==> config.mk <==
export PLATFORM = sky130hd
export DESIGN_NAME = running_acc_win
export DESIGN_NICKNAME = d
export VERILOG_FILES = /design/src/rtl/running_acc_win.sv
export SDC_FILE = /design/constraint.sdc
export NUM_CORES = 1
export LEC_CHECK = 0
export CORE_ASPECT_RATIO = 0.6
export CORE_MARGIN = 4
export CORE_UTILIZATION = 29
export CTS_BUF_LIST = sky130_fd_sc_hd__clkbuf_4
export DETAILED_ROUTE_END_ITERATION = 6
export PLACE_DENSITY = 0.48
export SLEW_MARGIN = 15
export SYNTH_ARGS = -nofsm -noshare
export SYNTH_HDL_FRONTEND = slang
export SYNTH_SLANG_ARGS = --single-unit
==> constraint.sdc <==
create_clock -name clk -period 4.1 [get_ports clk]
set_clock_uncertainty 0.2 [all_clocks]
set_input_delay 0.82 -clock clk [delete_from_list [all_inputs] [get_ports clk]]
set_output_delay 0.82 -clock clk [all_outputs]
set_load 0.005 [all_outputs]
==> src/rtl/running_acc_win.sv <==
// running_acc_win: running sum of unsigned samples, either cumulative
// (mod 2^SUM_W with a sticky carry-out flag) or over a sliding window of
// the last DEPTH accepted samples. The operating mode is captured only while
// reset or clear is high, so a window never mixes the two accumulation rules.
module running_acc_win #(
  parameter int DATA_W = 8,
  parameter int SUM_W  = 32,
  parameter int DEPTH  = 8
) (
  input  logic                       clk,
  input  logic                       reset,
  input  logic                       in_valid,
  input  logic [DATA_W-1:0]          idata,
  input  logic                       mode,
  input  logic                       clear,
  output logic [SUM_W-1:0]           odata,
  output logic                       out_valid,
  output logic [$clog2(DEPTH+1)-1:0] fill,
  output logic                       ovf
);

  localparam int FILL_W = $clog2(DEPTH + 1);
  localparam int PTR_W  = (DEPTH > 1) ? $clog2(DEPTH) : 1;

  // Reject parameter sets where the window sum could wrap or the buffer is illegal.
  if ((DEPTH < 2) || (DEPTH > 256)) begin : g_bad_depth
    $error("running_acc_win: DEPTH must be within 2..256");
  end
  if (SUM_W < (DATA_W + $clog2(DEPTH))) begin : g_bad_sum_w
    $error("running_acc_win: SUM_W too narrow for DATA_W and DEPTH");
  end

  logic [SUM_W-1:0]  odata_q,     odata_d;
  logic              out_valid_q, out_valid_d;
  logic [FILL_W-1:0] fill_q,      fill_d;
  logic              ovf_q,       ovf_d;
  logic              mode_q,      mode_d;
  logic [PTR_W-1:0]  wptr_q,      wptr_d;

  // Sample history; no reset needed because fill gates every read of it.
  logic [DATA_W-1:0] win_mem [DEPTH];

  logic              wr_en_s;
  logic              full_s;
  logic [DATA_W-1:0] oldest_s;
  logic [SUM_W:0]    cum_sum_s;
  logic [SUM_W-1:0]  win_sum_s;
  logic [PTR_W-1:0]  wptr_nxt_s;

  // Datapath helpers: cumulative sum with carry, window sum, pointer wrap.
  always_comb begin
    full_s     = (fill_q == FILL_W'(DEPTH));
    // When full, the write pointer sits on the oldest sample, the one about to be replaced.
    oldest_s   = win_mem[wptr_q];
    cum_sum_s  = {1'b0, odata_q} + (SUM_W + 1)'(idata);
    if (full_s) begin
      win_sum_s = odata_q + SUM_W'(idata) - SUM_W'(oldest_s);
    end else begin
      win_sum_s = odata_q + SUM_W'(idata);
    end
    if (wptr_q == PTR_W'(DEPTH - 1)) begin
      wptr_nxt_s = PTR_W'(0);
    end else begin
      wptr_nxt_s = wptr_q + PTR_W'(1);
    end
  end

  // Next-state: clear restarts everything, otherwise an accepted sample updates the sum.
  always_comb begin
    odata_d     = odata_q;
    out_valid_d = 1'b0;
    fill_d      = fill_q;
    ovf_d       = ovf_q;
    mode_d      = mode_q;
    wptr_d      = wptr_q;
    wr_en_s     = 1'b0;
    if (clear) begin
      mode_d  = mode;
      odata_d = SUM_W'(0);
      fill_d  = FILL_W'(0);
      ovf_d   = 1'b0;
      wptr_d  = PTR_W'(0);
    end else if (in_valid) begin
      out_valid_d = 1'b1;
      if (mode_q) begin
        wr_en_s = 1'b1;
        wptr_d  = wptr_nxt_s;
        odata_d = win_sum_s;
        if (full_s) begin
          fill_d = fill_q;
        end else begin
          fill_d = fill_q + FILL_W'(1);
        end
      end else begin
        odata_d = cum_sum_s[SUM_W-1:0];
        if (cum_sum_s[SUM_W]) begin
          ovf_d = 1'b1;
        end else begin
          ovf_d = ovf_q;
        end
      end
    end else begin
      out_valid_d = 1'b0;
    end
  end

  // State registers with synchronous reset; mode is captured during reset.
  always_ff @(posedge clk) begin
    if (reset) begin
      odata_q     <= SUM_W'(0);
      out_valid_q <= 1'b0;
      fill_q      <= FILL_W'(0);
      ovf_q       <= 1'b0;
      mode_q      <= mode;
      wptr_q      <= PTR_W'(0);
    end else begin
      odata_q     <= odata_d;
      out_valid_q <= out_valid_d;
      fill_q      <= fill_d;
      ovf_q       <= ovf_d;
      mode_q      <= mode_d;
      wptr_q      <= wptr_d;
    end
  end

  // Window buffer write at the current write pointer.
  always_ff @(posedge clk) begin
    if (wr_en_s && !reset) begin
      win_mem[wptr_q] <= idata;
    end
  end

  assign odata     = odata_q;
  assign out_valid = out_valid_q;
  assign fill      = fill_q;
  assign ovf       = ovf_q;

endmodule

==> flow_metrics.py <==
metrics = {
    "routing": {
        "dr.pass1.iters": 6,
        "wl_per_cell_um": 18.5,
        "drtIter0Drc": 343,
        "finalWirelength_um": 19300,
        "drc": 0,
        "num_vias": 5200,
        "final_antenna_net_count": 0,
        "viasPerCell": 4.99,
    },
    "logic_synthesis": {
        "yosys_warnings": 0,
        "synthTopCellsByCount": "edfxtp_1 (65), nor2_1 (59), dfxtp_1 (44), nand2_1 (42), a21oi_1 (28)",
        "yosys_register_bits": 109,
        "synthTopCellsByArea": "edfxtp_1 (31%), dfxtp_1 (14%), mux4_2 (5.8%)",
        "synthesis.nets": 624,
        "synth_enable_flop_cells": 65,
        "ys_seq_area_share_pct": 45.4,
        "synth_top_flop_cell": "edfxtp_1",
        "yosysMostFrequentCell": "edfxtp_1",
        "syn_area_mm2": 0.00624,
        "ys_types": 72,
        "async_flop_share_pct": 0,
        "yosys.area.top_type": "edfxtp_1",
        "syn_area_per_cell_um2": 10.6,
        "postSynthCellCount": 590,
        "netlist.area_leader.share_pct": 31.3,
    },
    "worst_setup_path": {
        "crit_start": "idata[0]",
        "cp.buffers_inverters": 3,
        "crit_family": "compound AO/OA/AOI/OAI gates",
        "crit_fanout": 3,
        "r2r_end": "odata[24]$_SDFFE_PP0P_",
        "crit_path_end_kind": "register",
        "worst_setup_path_start_kind": "primary input",
        "critPathKind": "primary input to register",
        "rrSetupSlack_ns": 0.10,
        "arrival_ns": 4.26,
        "worst_path_max_delay_cell": "fa_2",
        "rr_worst_depth": 15,
        "cp_cell_sequence": "clkdlybuf4s15_2 > ha_4 > inv_2 > fa_2 > nand2b_4 > nand2b_1 > a21oi_1 > xnor2_1 > ha_1 > o21a_1 > o31a_1 > o2111ai_2 > o31ai_4 > buf_6 > or3_4 > and4bb_2 > xor2_2 > a21oi_1 > a31o_2",
        "critPathMaxStageDelay_ns": 0.36,
        "cp_common_cell": "a21oi_1",
        "cp.required_ns": 4.32,
    },
    "clock_network": {
        "tritoncts": "done",
        "cts-root-buf": "clkbuf_4",
        "cts.sinks": 109,
        "clk_pin_slew_ns": 0.19,
        "clockBufferDepth": 2,
        "clkLatencyLatePin_ns": 0.49,
        "htreeDepth": 3,
        "cts_hold_buf": 0,
        "cts_buffers": 9,
    },
    "layout": {
        "nets": 791,
        "stdcell_count": 1042,
        "drive_above_1_share_pct": 31.5,
        "finalInstanceArea_mm2": 0.00850,
        "area_delta_synth_final_pct": 36.2,
    },
    "sta": {
        "totalNegativeSetupSlack_ns": 0,
        "max_freq_ghz": 0.248,
        "tightest_slew_ns": 0.674,
        "period_minus_slack_ns": 4.04,
        "rsz0062_at_grt": "true",
        "hold_viol_final": 0,
        "maxSlewViolCount": 0,
        "min_period_over_period_pct": 98.5,
        "setup_viol": 0,
        "relSlewSlack_pct": 54.6,
    },
    "global_route": {
        "grt_pass1_wl_um": 29600,
        "grt_max_degree": 40,
        "grt_usage_pct": 16.1,
        "antenna_found_initial": 1,
        "grt_overflow": 0,
        "first_global_vias": 5181,
    },
    "power": {
        "p_per_area_mw_per_mm2": 246,
        "ir_drop_v": 0.000124,
        "p_leak_nw": 3.15,
    },
    "min_path": {
        "holdPathEnd": "ovf$_SDFFE_PP0P_",
        "hold_depth": 1,
        "hold_class": "register to register",
        "hold_start": "ovf$_SDFFE_PP0P_",
    },
    "place": {
        "place.gp.congestion": 0.863,
        "placed_area_mm2": 0.00799,
        "port_buffers": 50,
        "placedCellCount": 1011,
        "place_hpwl_um": 14500,
    },
    "job": {
        "drv_cap": 0,
    },
    "die": {
        "coreArea_mm2": 0.0211,
        "num_io_pins": 51,
        "die-area_mm2": 0.0240,
        "dieHeight_um": 122,
        "initial_core_util_pct": 29.6,
        "die_w_um": 197,
        "rows": 41,
    },
    "status": {
        "status": "finished clean",
    },
}
[worst max path at each step]
stage | to | slack (ns) | depth (start not counted)
3_5_place_dp | odata[23]$_SDFFE_PP0P_ | -0.89 | 15
3_3_place_gp | odata[23]$_SDFFE_PP0P_ | -0.87 | 16
5_1_grt | odata[23]$_SDFFE_PP0P_ | -0.05 | 14
6_report | odata[24]$_SDFFE_PP0P_ | 0.06 | 19
4_1_cts | odata[23]$_SDFFE_PP0P_ | -0.03 | 16
2_1_floorplan | odata[23]$_SDFFE_PP0P_ | -0.08 | 15
[state kept, by name (all words and copies together) (netlist names), named ones only]
signal,cells
fill,4
mode_q,1
odata,32
out_valid,1
ovf,1
win_mem,64
wptr_q,3
[placed cells by master, fill, tap and decap left out, types with 5 or more instances in the layout]
master / n
a211oi_1: 6
a21o_1: 8
a21oi_1: 25
and2_1: 6
and3_1: 14
buf_4: 130
clkbuf_4: 10
clkdlybuf4s50_1: 43
dfxtp_1: 42
edfxtp_1: 65
ha_1: 10
ha_4: 9
inv_1: 13
mux2i_1: 10
mux4_2: 16
nand2_1: 41
nand2b_1: 6
nand3_1: 17
nand4_1: 8
nor2_1: 59
nor3_1: 14
nor4_1: 5
o21ai_0: 17
o21ai_1: 5
o31a_1: 5
or3_1: 8
xnor2_1: 25
xor2_1: 23
[power breakdown]
group	switching [W]	internal, W
combinational	0.000184	0.000189
sequential	0.0000105	0.00117
clock	0.000399	0.000145
[per-stage QoR]
stage	utilization, %	hold slack [ns]	worst slack [ns]	power (W)
2_1_floorplan	-	0.265	-0.0797	0.00138
3_3_place_gp	37.9	0.265	-0.873	0.00152
3_5_place_dp	37.9	0.266	-0.895	0.00152
4_1_cts	38.9	0.321	-0.0326	0.00208
5_1_grt	40.3	0.337	-0.0521	0.00219
6_report	40.3	0.310	0.0607	0.00209
[area by class of cell]
cell class | count | area (um^2)
flip-flops and latches | 109 | 2840
multi-input cells | 437 | 3550
clock inverters | 6 | 56.3
clock buffers | 10 | 75.1
well taps | 279 | 349
fillers | 2039 | 12600
inverters | 14 | 52.6
diodes | 1 | 2.50
repair buffers | 186 | 1580
[what timing repair did]
item | CTS | global route
endpoints found under the setup margin | 22 | 19
gates resized for setup | 24 | 39
setup buffers | 4 | 10
pin swaps | 8 | 25
[logic make-up (layout without fill, tap and decap cells)]
group	count (synthesis)	in the layout	share of synthesized area (%)
AOI/OAI and AO/OA	116	116	13.4
xor gates and xnor gates	51	51	7.16
adders and majority gates	22	22	4.61
buffers and inverters	44	216	2.89
DFF	109	109	45.4
muxes	32	32	8.44
other	0	1	0
and+or+nand+nor	216	216	18.1
[per-layer routing]
layer / share of wire, % / GRT usage [%] / vias up
met5: 0 / 0 / -
met3: 5.5 / 3.34 / 11
met4: 0.85 / 3.12 / 0
met2: 38 / 21.3 / 126
li1: - / - / 2543
met1: 56 / 26.5 / 2520
Power figures use the tool's default switching activity.
